--- src/rtl/adder_arb2_pkg.sv ---
// adder_arb2 shared definitions: FSM state encoding,
// default datapath width and requester id constants.
package adder_arb2_pkg;

    localparam int WIDTH_DEF = 4;

    localparam logic ID0 = 1'b0;
    localparam logic ID1 = 1'b1;

    typedef enum logic [1:0] {
        IDLE = 2'd0,
        CALC = 2'd1,
        OUT  = 2'd2
    } state_e;

endpackage

--- src/rtl/adder_ripple.sv ---
// adder_ripple: shared ripple-carry adder, carry-out discarded.
// Ports: a_i, b_i operands in; sum_o = (a_i + b_i) mod 2^WIDTH.
module adder_ripple
    import adder_arb2_pkg::*;
#(
    parameter int WIDTH = WIDTH_DEF
) (
    input  logic [WIDTH-1:0] a_i,
    input  logic [WIDTH-1:0] b_i,
    output logic [WIDTH-1:0] sum_o
);

    // c[i] is the carry into bit i; the final carry-out is never formed.
    logic [WIDTH-1:0] c;

    always_comb begin
        c = '0;
        for (int i = 0; i < WIDTH - 1; i++) begin
            c[i+1] = (a_i[i] & b_i[i]) | (c[i] & (a_i[i] ^ b_i[i]));
        end
    end

    assign sum_o = a_i ^ b_i ^ c;

endmodule

--- src/rtl/adder_arb2.sv ---
// adder_arb2: two-requester arbiter/sequencer for one shared adder.
// Ports: clk, rst (async, active high); req0/a0/b0/ack0 and
// req1/a1/b1/ack1 requester ports; out_valid/out_ready/out_sum/out_id
// result port. Define ADDER_ARB2_RR_EN for round-robin tie-break,
// otherwise requester 0 wins every tie.
module adder_arb2
    import adder_arb2_pkg::*;
#(
    parameter int WIDTH = WIDTH_DEF
) (
    input  logic             clk,
    input  logic             rst,
    input  logic             req0,
    input  logic [WIDTH-1:0] a0,
    input  logic [WIDTH-1:0] b0,
    output logic             ack0,
    input  logic             req1,
    input  logic [WIDTH-1:0] a1,
    input  logic [WIDTH-1:0] b1,
    output logic             ack1,
    output logic             out_valid,
    input  logic             out_ready,
    output logic [WIDTH-1:0] out_sum,
    output logic             out_id
);

    state_e           state_q, state_d;
    logic [WIDTH-1:0] op_a_q, op_a_d;
    logic [WIDTH-1:0] op_b_q, op_b_d;
    logic             grant_q, grant_d;
    logic [WIDTH-1:0] sum_q, sum_d;
    logic             id_q, id_d;
    logic             valid_q, valid_d;
    logic             ack0_q, ack0_d;
    logic             ack1_q, ack1_d;
    logic [WIDTH-1:0] sum_w;
    logic             cap;
    logic             tie_win;
    logic             win;

    adder_ripple #(.WIDTH(WIDTH)) u_add (
        .a_i   (op_a_q),
        .b_i   (op_b_q),
        .sum_o (sum_w)
    );

`ifdef ADDER_ARB2_RR_EN
    logic last_q, last_d;

    // Tie goes to whoever was not captured last.
    assign tie_win = ~last_q;

    always_comb begin
        last_d = last_q;
        if (cap) begin
            last_d = win;
        end
    end

    always_ff @(posedge clk or posedge rst) begin
        if (rst) begin
            last_q <= ID1;
        end else begin
            last_q <= last_d;
        end
    end
`else
    assign tie_win = ID0;
`endif

    // A lone request wins outright; only a tie consults the policy.
    assign win = (req0 && req1) ? tie_win : req1;

    always_comb begin
        state_d = state_q;
        op_a_d  = op_a_q;
        op_b_d  = op_b_q;
        grant_d = grant_q;
        sum_d   = sum_q;
        id_d    = id_q;
        valid_d = valid_q;
        cap     = 1'b0;
        case (state_q)
            IDLE: begin
                if (req0 || req1) begin
                    cap     = 1'b1;
                    state_d = CALC;
                end
            end
            CALC: begin
                sum_d   = sum_w;
                id_d    = grant_q;
                valid_d = 1'b1;
                state_d = OUT;
            end
            OUT: begin
                // The handshake edge may also capture the next request.
                if (out_ready) begin
                    valid_d = 1'b0;
                    if (req0 || req1) begin
                        cap     = 1'b1;
                        state_d = CALC;
                    end else begin
                        state_d = IDLE;
                    end
                end
            end
            default: state_d = IDLE;
        endcase
        if (cap) begin
            op_a_d  = win ? a1 : a0;
            op_b_d  = win ? b1 : b0;
            grant_d = win;
        end
        ack0_d = cap && (win == ID0);
        ack1_d = cap && (win == ID1);
    end

    always_ff @(posedge clk or posedge rst) begin
        if (rst) begin
            state_q <= IDLE;
            op_a_q  <= '0;
            op_b_q  <= '0;
            grant_q <= ID0;
            sum_q   <= '0;
            id_q    <= ID0;
            valid_q <= 1'b0;
            ack0_q  <= 1'b0;
            ack1_q  <= 1'b0;
        end else begin
            state_q <= state_d;
            op_a_q  <= op_a_d;
            op_b_q  <= op_b_d;
            grant_q <= grant_d;
            sum_q   <= sum_d;
            id_q    <= id_d;
            valid_q <= valid_d;
            ack0_q  <= ack0_d;
            ack1_q  <= ack1_d;
        end
    end

    assign ack0      = ack0_q;
    assign ack1      = ack1_q;
    assign out_valid = valid_q;
    assign out_sum   = sum_q;
    assign out_id    = id_q;

endmodule

--- config.mk ---
export PLATFORM = sky130hd
export DESIGN_NAME = adder_arb2
export DESIGN_NICKNAME = d
export VERILOG_FILES = /design/src/rtl/adder_arb2_pkg.sv /design/src/rtl/adder_ripple.sv /design/src/rtl/adder_arb2.sv
export SDC_FILE = /design/constraint.sdc
export NUM_CORES = 1
export LEC_CHECK = 0
export ABC_AREA = 1
export CORE_MARGIN = 2
export CORE_UTILIZATION = 51
export CTS_BUF_LIST = sky130_fd_sc_hd__clkbuf_8
export DETAILED_ROUTE_END_ITERATION = 8
export PLACE_DENSITY = 0.86
export SLEW_MARGIN = 20
export SYNTH_ARGS = -nofsm -noshare
export SYNTH_HDL_FRONTEND = slang
export SYNTH_SLANG_ARGS = --single-unit
--- constraint.sdc ---
create_clock -name clk -period 3.4 [get_ports clk]
set_input_delay 0.51 -clock clk [delete_from_list [all_inputs] [get_ports clk]]
set_output_delay 0.51 -clock clk [all_outputs]
set_load 0.03 [all_outputs]
-- Word-level counts from Yosys, hierarchy flattened
Cells that the tools add are included.
- bitwise operators: 12
- equality and inequality tests: 4
- reductions and logical operators: 8
- mux-type cells: 12
- operators by type and width (cell ; count):
    4-bit 2-to-1 mux ; 2
    4-bit bitwise XOR ; 2
    2-bit case mux with 3 select lines ; 1
    1-bit bitwise AND ; 5
    1-bit 2-to-1 mux ; 5
    2-bit 2-to-1 mux ; 2
    2-bit != test (second input constant) ; 2
    1-bit case mux with 2 select lines ; 2
    2-bit AND reduction ; 2
    1-bit logical AND ; 3
    2-bit by 1-bit equality test with 1-bit output (second input constant) ; 1
    2-bit equality test (second input constant) ; 1
    2-bit zero test ; 1
    1-bit bitwise OR ; 2
    2-bit nonzero test ; 1
    1-bit bitwise XOR ; 2
    1-bit logical OR ; 1
    1-bit NOT ; 1
- output and inout port bits: 8
- word-level logic and storage cells: 45
- register bits: 19

-- Depth between registers and ports, before layout
Gate-level depths: netlist (run 1).
- depth in word-level cells: 6
- mapped depth: 7
- mapped depth without buffers: 7

-- By module
Synthesis (run 1) repeated with hierarchy kept, for this count alone.
- cell total of the unflattened synthesis: 117
- area total of the unflattened synthesis: 960.9 um^2
- modules (own cells, without submodules) (module ; sequential area each (um^2) ; area an instance (um^2) ; times used ; cells an instance):
    adder_arb2 ; 475.5 ; 870.8 ; 1 ; 105
    adder_ripple ; 0.0 ; 90.1 ; 1 ; 12

-- Worst setup path before layout (run 1)
No wires, ideal clock.
- kind: register -> register
- start point: register op_a_q[0]
- end point: register sum_q[3], in the netlist out_sum[3]
- cell stages (with the launch flop): 8
- data arrival time: 1.498 ns
- data required time: 3.283 ns
- slack: 1.784 ns
- path buffers: 0
- cells stage by stage: dfrtp_1 ha_1 fa_1 fa_1 inv_1 nand2_1 nand3_1 nand2_1
- cells in the longest elaborated chain, start to end: 6
- ends and longest elaborated chain (item ; RTL line ; source):
    start, declared ; adder_arb2.sv:28 ; logic [WIDTH-1:0] op_a_q, op_a_d;
    start signal, assigned ; adder_arb2.sv:132 ; op_a_q <= op_a_d;
    1-bit bitwise AND (2 in series) ; adder_ripple.sv:19 ; c[i+1] = (a_i[i] & b_i[i]) | (c[i] & (a_i[i] ^ b_i[i]));
    1-bit bitwise OR ; adder_ripple.sv:19 ;
    1-bit bitwise AND ; adder_ripple.sv:19 ;
    1-bit bitwise OR ; adder_ripple.sv:19 ;
    4-bit bitwise XOR ; adder_ripple.sv:23 ; assign sum_o = a_i ^ b_i ^ c;
    end signal, assigned ; adder_arb2.sv:135 ; sum_q <= sum_d;
    end, declared ; adder_arb2.sv:31 ; logic [WIDTH-1:0] sum_q, sum_d;
No other way between the ends.
A chain may end at the register's enable or synchronous reset.

-- Worst setup path in the final report (run 1)
- start point: register valid_q, in the netlist out_valid
- end point: output port out_valid
- RTL lines (item ; RTL line ; source):
    start, declared ; adder_arb2.sv:33 ; logic valid_q, valid_d;
    start signal, assigned ; adder_arb2.sv:137 ; valid_q <= valid_d;
    end, declared ; adder_arb2.sv:21 ; output logic out_valid,
No word-level cell between the ends.

==> reports/results.txt, run 1 <==
Status -> finished clean
Max cap viols -> 0
Leak Pwr -> 0.674 nW
Initial antenna violation count -> 0
Avg Inst Size Synth -> 8.23 sq um
N_diodes -> 0
Routed vias/inst -> 4.64
Vias -> 802
Top cell family by delay on the critical path -> buffers and inverters
Seq/Total Area, Yosys -> 49.4%
Final Skew -> 0.000705 ns
Top-area cell type share of the netlist area -> 49.4%
Pint -> 0.000594 W
DRT antenna net count -> 0
Slew Viols, Final -> 0
Final worst path period share -> 52.4%
Final nets -> 173
Final critical-path required period -> 1.78 ns
Total grt overflow -> 0
Maximum number of pins on one net before global-route repair -> 20
CP Data Arrival Time -> 1.27 ns
I/O Pins -> 29
Buf/Inv on CP -> 1
# DRC -> 0
Synthesized netlist net count -> 141
Worst Setup Path Type -> flop to output pin
Crit-path cells -> clkdlybuf4s50_1
Drt total wl -> 1750 um
Commonest cells after routing, fill and taps aside -> 60 x nand2_1, 28 x clkdlybuf4s50_1, 19 x dfrtp_1
Clk_lat worst skew -> 0.25 ns
Top post-synthesis cells by area -> dfrtp_1 49%, nand2_1 23%, nand3_1 5.7%
Setup TNS -> 0 ns
Core Box Area -> 1750 sq um
Post-synthesis cell area -> 963 sq um
Initial DRC Count -> 8
Hold slack -> 0.469 ns
# setup viols final -> 0
FF+latch count, synth -> 19
Bufs on Longest Clock Path -> 2
Power Density -> 766 nW/um^2
Clock root cell -> clkbuf_8
Post-Syn Instances -> 117
Total die area -> 2250 sq um
Distinct cell type count after synthesis -> 15
Req. time, crit path -> 2.89 ns
Fmax -> 562 MHz
Port buffer count -> 28
Setup crit end kind -> output pin
Final hold vios -> 0
Wire length per cell -> 10.1 um
DP HPWL -> 1420 um
Die width -> 47.5 um
Measured slew at the worst slew-check pin -> 0.658 ns
First-pass detailed-route iteration total -> 4
First-pass GRT wire length -> 2840 um
Post_cts resized -> 0
CTS sink count -> 19
Hold/Removal Path Class -> flop to flop
Sw frac -> 40.8%
Row cnt -> 15
Clock network power share -> 15.1%
Synth area leader -> dfrtp_1
Worst setup SP type -> flop
Slowest-stage cell, CP -> clkdlybuf4s50_1
Vias in the first global route -> 744
Sw Pwr -> 0.000409 W
Initial Util -> 55.2%
Worst slew margin -> 56.1%
Crit-path max FO -> 2
Filler cell count in the final layout -> 141
Register share of total power -> 39.4%
Clock-pin slew on the worst setup and hold paths -> 0.07 ns
Die Y -> 47.5 um
Total GRT Usage -> 18.8%
Postcts setup bufs -> 0
Hold bufs inserted after CTS -> 0
P&R area growth vs syn -> 35.8%
Yosys Warn Count -> 0
Layout cells sized above 1 -> 9.46%
Routability cong. -> 0.724
H-tree depth -> 1
CTS Buf Count -> 3
Combinational Power Share -> 45.5%
VDD IR-drop max -> 358 uV
RSZ-0062 raised after global routing -> no
Slowest stage delay, CP -> 0.67 ns
Most common cell after layout, fill and taps aside -> nand2_1
TritonCTS clock tree -> built
power by group through the flow:
stage / clock, W / combinational, W / sequential, W
5_1_grt: 0.000162 / 0.000516 / 0.000408
6_report: 0.000151 / 0.000456 / 0.000395
3_5_place_dp: 0 / 0.000458 / 0.000400
2_1_floorplan: 0 / 0.000234 / 0.000464
3_3_place_gp: 0 / 0.000436 / 0.000394
4_1_cts: 0.000153 / 0.000463 / 0.000397
cell usage after synthesis (all sizes together):
cell,count
inv,11
a21oi,1
nor2,7
fa,2
o21ai,2
buf,1
dfrtp,19
ha,1
nand3,11
nand2,62
cells by family (layout without fill, tap and decap cells):
| group | Yosys count | in the layout | synth area share (%) |
|---|---|---|---|
| flip-flops | 19 | 19 | 49.4 |
| AND/OR/NAND/NOR | 80 | 80 | 37.0 |
| buffers and inverters | 12 | 43 | 5.45 |
| adder cells (fa/ha/maj) | 3 | 3 | 5.45 |
| AO/OA/AOI/OAI | 3 | 3 | 2.73 |
layout make-up:
class	count	area (sq um)	share of cell area (%)
clock inverter	1	3.75	0.287
tap	25	31.3	2.39
sequential	19	475	36.3
inverter	11	41.3	3.15
multi-input combinational	86	435	33.3
timing repair buffer	28	280	21.4
clock buffer	3	41.3	3.15
final timing paths:
check	slack, ns	cells after the start	from	end
setup / recovery	1.62	1	out_valid	out_valid
hold / removal	0.47	2	out_id	out_id
setup reg to reg	1.68	7	op_a_q[0]	out_sum[3]
hold reg to reg	0.47	2	out_id	out_id
max in group asynchronous	2.33	2	rst	out_sum[2]
min in group asynchronous	0.65	2	rst	out_sum[0]
sequential cells by signal, indices dropped and copies added (netlist names):
signal	cells
ack0	1
ack1	1
out_sum	4
op_a_q	4
out_valid	1
out_id	1
grant_q	1
op_b_q	4
state_q	2
metrics by stage:
| stage | cells | instance area [sq um] | total power, W | setup slack (ns) | utilization [%] |
|---|---|---|---|---|---|
| finish | 173 | 1310 | 0.00100 | 1.62 | 75.0 |
| CTS | 173 | 1310 | 0.00101 | 1.61 | 75.0 |
| floorplan | 117 | 963 | 0.000697 | 1.78 | - |
| detailed placement | 169 | 1260 | 0.000858 | 1.60 | 72.4 |
| global placement | 169 | 1260 | 0.000830 | 1.66 | 72.4 |
| global route | 173 | 1310 | 0.00109 | 1.56 | 75.0 |
tightest hold or removal path: cells and delay by family, from the launching register on:
family,cells,cell delay (ns)
simple gates,2,0.09
flops,1,0.34
routing by layer:
layer	vias to the layer above	part of all wire, %	GRT usage, %
met5	-	0	0
li1	418	-	-
met1	353	43	21.1
met2	29	50	32.7
met3	2	5.7	4.53
met4	0	1.5	10.0
No activity file was read; power rests on OpenSTA's default activity.
==> run 2: changes to the inputs <==
CORE_UTILIZATION = 43   (was 51)
PLACE_DENSITY = 0.77   (was 0.86)
clock period = 1.5 ns   (was 3.4 ns; I/O delays follow)
==> run 2 against run 1 <==
The run now ends with setup timing left. Combinational power increased by 130%. Core utilization fell by 12 points. Sequential cell count stayed put. Worst hold slack worse by 0.18 ns. First-iteration DRC count shrank 50%. Critical path depth up 4. Register-to-register slack got worse by 1.8 ns. Die area is 17% higher. Critical endpoint is now out_sum[2]. Largest cell class unchanged. Highest routed layer unchanged.
==> reports/results.txt, run 2 (synthesized netlist as in run 1, its figures left out) <==
Bufs on Longest Clock Path -> 2 (unchanged)
Hold slack -> 0.286 ns (-0.183 ns)
Row cnt -> 17 (+2)
Worst Setup Slack, final -> -0.107 ns (-1.73 ns)
Final hold vios -> 0 (unchanged)
Clk_lat worst skew -> 0.26 ns (about the same)
Sw frac -> 40.6% (-0.21 points)
Register share of total power -> 39.3% (about the same)
Initial DRC Count -> 4 (-4)
Final nets -> 178 (+2.9%)
First-pass GRT wire length -> 3000 um (+5.9%)
First-pass detailed-route iteration total -> 4 (unchanged)
Routability cong. -> 0.737 (+1.9%)
Commonest cells after routing, fill and taps aside -> 60 x nand2_1, 22 x clkdlybuf4s50_1, 19 x dfrtp_1
Global route hottest layer -> met2
Die Y -> 51.3 um (+8.2%)
R2r startpoint -> op_b_q[0]
# setup viols final -> 2 (+2)
# DRC -> 0 (unchanged)
Core Box Area -> 2170 sq um (+24%)
DRT antenna net count -> 0 (unchanged)
Sw Pwr -> 0.000927 W (+130%)
Reg2reg path depth -> 5 (-2)
Most common cell after layout, fill and taps aside -> nand2_1
Power Density -> 1680 nW/um^2 (+120%)
CP Data Arrival Time -> 1.81 ns (+0.54 ns)
Total GRT Usage -> 15.4% (-3.4 points)
Failing checks -> setup timing
Clock root cell -> clkbuf_8
Layout cells sized above 1 -> 15.0% (+5.6 points)
Worst setup SP type -> flop
Initial antenna violation count -> 0 (unchanged)
Clock-pin slew on the worst setup and hold paths -> 0.07 ns (about the same)
Vias -> 810 (+1.0%)
Die width -> 51.3 um (+8.2%)
Slew Viols, Final -> 0 (unchanged)
Post-Place Cells -> 175 (+3.6%)
Post-route insts no fill -> 181 (+4.6%)
Hold/Removal Path Class -> primary input to asynchronous set/reset pin
Final critical-path required period -> 1.61 ns
P&R area growth vs syn -> 40.9%
Worst slew margin -> 79.0% (+23 points)
Max cap viols -> 0 (unchanged)
Wire length per cell -> 9.48 um (-6.3%)
CTS sink count -> 19 (unchanged)
Worst r2r dst -> out_sum[2]
VDD IR-drop max -> 850 uV (+140%)
Drt total wl -> 1720 um (-2.0%)
Clock network power share -> 15.2% (about the same)
R2R Setup Slk -> -0.11 ns (-1.79 ns)
Status -> finished, violations left
Worst Setup Path Type -> flop to flop
Total die area -> 2640 sq um (+17%)
Slowest-stage cell, CP -> fa_2
Hold bufs inserted after CTS -> 0 (unchanged)
Maximum number of pins on one net before global-route repair -> 20 (unchanged)
Slowest stage delay, CP -> 0.52 ns (-0.15 ns)
H-tree depth -> 1 (unchanged)
Routed vias/inst -> 4.48 (-3.5%)
Setup TNS -> -0.193 ns (-0.193 ns)
GR Util met3 -> 0.877% (-3.7 points)
Setup crit end kind -> flop
Vias in the first global route -> 757 (+1.7%)
Pint -> 0.00136 W (+130%)
Measured slew at the worst slew-check pin -> 0.314 ns (-0.344 ns)
Req. time, crit path -> 1.70 ns (-1.19 ns)
CTS Buf Count -> 3 (unchanged)
TritonCTS clock tree -> built
Port buffer count -> 28 (unchanged)
Final Skew -> 0.000934 ns (+0.000229 ns)
DP HPWL -> 1380 um (-2.2%)
Crit-path cells -> ha_2 > fa_2 > fa_2 > nand2_1 > nand2_1
Met1 global-route usage -> 17.5% (-3.6 points)
GR Layer Usage met2 -> 26.8% (-5.9 points)
Leak Pwr -> 0.726 nW (+7.8%)
Final worst path period share -> 107%
Initial Util -> 44.4% (-11 points)
Combinational Power Share -> 45.5% (about the same)
Crit-path max FO -> 2 (unchanged)
Total grt overflow -> 0 (unchanged)
RSZ-0062 raised after global routing -> yes
I/O Pins -> 29 (unchanged)
N_diodes -> 0 (unchanged)
Fmax -> 622 MHz
[run 2: cell count changes in the layout (fill, tap and decap cells not counted)]
cell,previous run,this run
clkdlybuf4s50_1,28,22
dlymetal6s2s_1,0,2
ha_1,1,0
buf_4,0,5
inv_1,9,8
fa_1,2,0
inv_2,3,4
ha_2,0,1
dlygate4sd2_1,0,4
fa_2,0,2
[run 2: metal layers]
metal | wire length, um | vias up
met5 | 0 | -
met4 | 55 | 0
met3 | 89 | 5
met2 | 833 | 27
met1 | 738 | 351
li1 | - | 427
[run 2: worst max-delay path by stage]
| stage | to | from | slack (ns) |
|---|---|---|---|
| floorplan | out_sum[2] | op_a_q[0] | -0.05 |
| finish | out_sum[2] | op_b_q[0] | -0.11 |
| global route | out_sum[2] | op_b_q[0] | -0.15 |
| CTS | out_sum[2] | op_b_q[0] | -0.10 |
| global placement | out_sum[2] | op_a_q[0] | -0.07 |
| detailed placement | out_sum[2] | op_a_q[0] | -0.09 |
[run 2: worst max-delay path: cells and delay by family (launching register included)]
| kind | cells | cell delay, ns |
|---|---|---|
| adders and majority gates | 3 | 1.05 |
| DFF | 1 | 0.40 |
| and+or+nand+nor | 2 | 0.10 |
[run 2: final cells by class]
| cell class | count | area, sq um |
|---|---|---|
| sequential | 19 | 475 |
| fill | 196 | 812 |
| multi-input combinational | 86 | 443 |
| timing repair buffer | 33 | 318 |
| clock buffer | 3 | 41.3 |
| inverter | 11 | 41.3 |
| clock inverter | 1 | 3.75 |
| tap | 28 | 35.0 |
[run 2: repair_timing]
action | 4_1_cts | 5_1_grt
setup endpoints to repair | 6 | 4
buffers inserted | 1 | 1
cloned | 0 | 0
pin swaps | 1 | 1
gates resized for setup | 4 | 3
[run 2: stage by stage]
stage / total power [W] / util (%) / cell area, sq um / setup WS (ns)
after CTS: 0.00229 / 62.0 / 1350 / -0.101
after global routing: 0.00250 / 62.6 / 1360 / -0.149
after global placement: 0.00192 / 59.8 / 1300 / -0.0667
after floorplan: 0.00159 / - / 971 / -0.0483
after detailed placement: 0.00196 / 59.8 / 1300 / -0.0874
final: 0.00229 / 62.6 / 1360 / -0.107
[run 2: power by group through the flow]
stage / clock network [W] / logic (W) / registers [W]
CTS: 0.000358 / 0.00104 / 0.000898
global route: 0.000375 / 0.00120 / 0.000929
global placement: 0 / 0.00102 / 0.000893
finish: 0.000348 / 0.00104 / 0.000898
detailed placement: 0 / 0.00105 / 0.000909
floorplan: 0 / 0.000538 / 0.00106
==> run 3: changes to the inputs <==
HOLD_SLACK_MARGIN = 0.05   (was default)
SETUP_SLACK_MARGIN = 0.05   (was default)
SLEW_MARGIN = default   (was 20)
==> run 3 against run 2 <==
The run still ends with setup timing left. Non-clock buffer count unchanged. Largest cell class unchanged. Die area did not move. Clock-buffer cell count is the same. Power shrank 0.96%. Sequential power barely moved. Critical endpoint unchanged.
==> reports/results.txt, run 3 (synthesized netlist as in run 1, its figures left out) <==
Status -> finished, violations left
Failing checks -> setup timing
Final critical-path required period -> 1.61 ns (+0.000128 ns)
Fmax -> 622 MHz (about the same)
Total grt overflow -> 0 (unchanged)
Core Box Area -> 2170 sq um (unchanged)
Slew Viols, Final -> 0 (unchanged)
Final hold vios -> 0 (unchanged)
CTS sink count -> 19 (unchanged)
Final Skew -> 0.00100 ns (+0.0000676 ns)
Hold slack -> 0.286 ns (+0.0000310 ns)
Wire length per cell -> 9.46 um (-0.17%)
DP HPWL -> 1380 um (unchanged)
Placed Area -> 1300 sq um (unchanged)
Routed vias/inst -> 4.48 (unchanged)
Worst Setup Slack, final -> -0.108 ns (-0.000128 ns)
Initial antenna violation count -> 0 (unchanged)
Die width -> 51.3 um (unchanged)
CP Data Arrival Time -> 1.81 ns (about the same)
Setup crit end kind -> flop
Port buffer count -> 28 (unchanged)
Slowest stage delay, CP -> 0.52 ns (about the same)
Hold/Removal Path Class -> primary input to asynchronous set/reset pin
Total GRT Usage -> 15.5% (+0.12 points)
Max cap viols -> 0 (unchanged)
Slowest-stage cell, CP -> fa_2
Measured slew at the worst slew-check pin -> 0.299 ns (-0.0145 ns)
RSZ-0062 raised after global routing -> yes
Power Density -> 1680 nW/um^2 (-0.23%)
CTS Buf Count -> 3 (unchanged)
Worst setup SP type -> flop
Most common cell after layout, fill and taps aside -> nand2_1
Final worst path period share -> 107% (about the same)
Vias in the first global route -> 765 (+1.1%)
Clk_lat worst skew -> 0.26 ns (about the same)
Row cnt -> 17 (unchanged)
Final instance area -> 1350 sq um (-0.74%)
Commonest cells after routing, fill and taps aside -> 60 x nand2_1, 20 x clkdlybuf4s50_1, 19 x dfrtp_1
Drt total wl -> 1710 um (-0.17%)
Hold bufs inserted after CTS -> 0 (unchanged)
Layout cells sized above 1 -> 15.0% (unchanged)
N_diodes -> 0 (unchanged)
First-pass detailed-route iteration total -> 4 (unchanged)
Req. time, crit path -> 1.70 ns (about the same)
Clock root cell -> clkbuf_8
# DRC -> 0 (unchanged)
Worst slew margin -> 80.1% (+1.1 points)
Vias -> 810 (unchanged)
Maximum number of pins on one net before global-route repair -> 20 (unchanged)
H-tree depth -> 1 (unchanged)
Initial DRC Count -> 4 (unchanged)
Setup TNS -> -0.193 ns (-0.000256 ns)
Power Total -> 0.00226 W (-0.96%)
Crit-path max FO -> 2 (unchanged)
DRT antenna net count -> 0 (unchanged)
Bufs on Longest Clock Path -> 2 (unchanged)
Crit-path cells -> ha_2 > fa_2 > fa_2 > nand2_1 > nand2_1
P&R area growth vs syn -> 39.9%
Routability cong. -> 0.737 (unchanged)
# setup viols final -> 2 (unchanged)
TritonCTS clock tree -> built
VDD IR-drop max -> 829 uV (-2.5%)
Total die area -> 2640 sq um (unchanged)
I/O Pins -> 29 (unchanged)
Worst Setup Path Type -> flop to flop
Initial Util -> 44.4% (unchanged)
Final Util -> 62.1% (-0.46 points)
Leak Pwr -> 0.714 nW (-1.7%)
Final nets -> 178 (unchanged)
Die Y -> 51.3 um (unchanged)
First-pass GRT wire length -> 3030 um (+0.93%)
Clock-pin slew on the worst setup and hold paths -> 0.07 ns (about the same)
-- run 3: through the flow --
stage          std cells  setup slack (ns)
2_1_floorplan        117           -0.0483
3_3_place_gp         175           -0.0667
3_5_place_dp         175           -0.0874
4_1_cts              180            -0.101
5_1_grt              181            -0.149
6_report             181            -0.108
-- run 3: final cells by class --
cell class	count	area (sq um)
fill	197	822
inverter	11	41.3
clock buffer	3	41.3
multi-input combinational	86	443
clock inverter	1	3.75
timing repair buffer	33	308
tap	28	35.0
sequential	19	475
-- run 3: worst max-delay path: cells and delay by family, from the launching register on --
kind / cells / cell delay [ns]
DFF: 1 / 0.40
and+or+nand+nor: 2 / 0.10
adders and majority gates: 3 / 1.05
-- run 3: timing repair --
| item | CTS | global route |
|---|---|---|
| setup endpoints to repair | 10 | 2 |
| resized for setup | 8 | 1 |
| setup buffers | 1 | 1 |
| pin swaps | 1 | 1 |
-- run 3: metal layers --
layer  GRT usage (%)  up-vias  routed length (um)
met5               0        -                   0
met4            11.8        0                  55
met3           0.877        5                  91
met2            27.1       27                 831
met1            17.7      351                 734
li1                -      427                   -
-- run 3: power by group --
part,internal [W],switching [W]
clock network,0.000182,0.000166
logic,0.000417,0.000602
registers,0.000738,0.000159
total,0.00134,0.000926
-- run 3: path summary, 6_finish.rpt --
path | start | endpoint | slack, ns | cells past startpoint
setup reg to reg | op_b_q[0] | out_sum[2] | -0.11 | 5
hold / removal | rst | out_valid | 0.29 | 3
max in group asynchronous | rst | op_a_q[3] | 1.02 | 3
min in group clk | out_sum[1] | out_sum[1] | 0.46 | 2
setup / recovery | op_b_q[0] | out_sum[2] | -0.11 | 5
hold reg to reg | out_sum[1] | out_sum[1] | 0.46 | 2
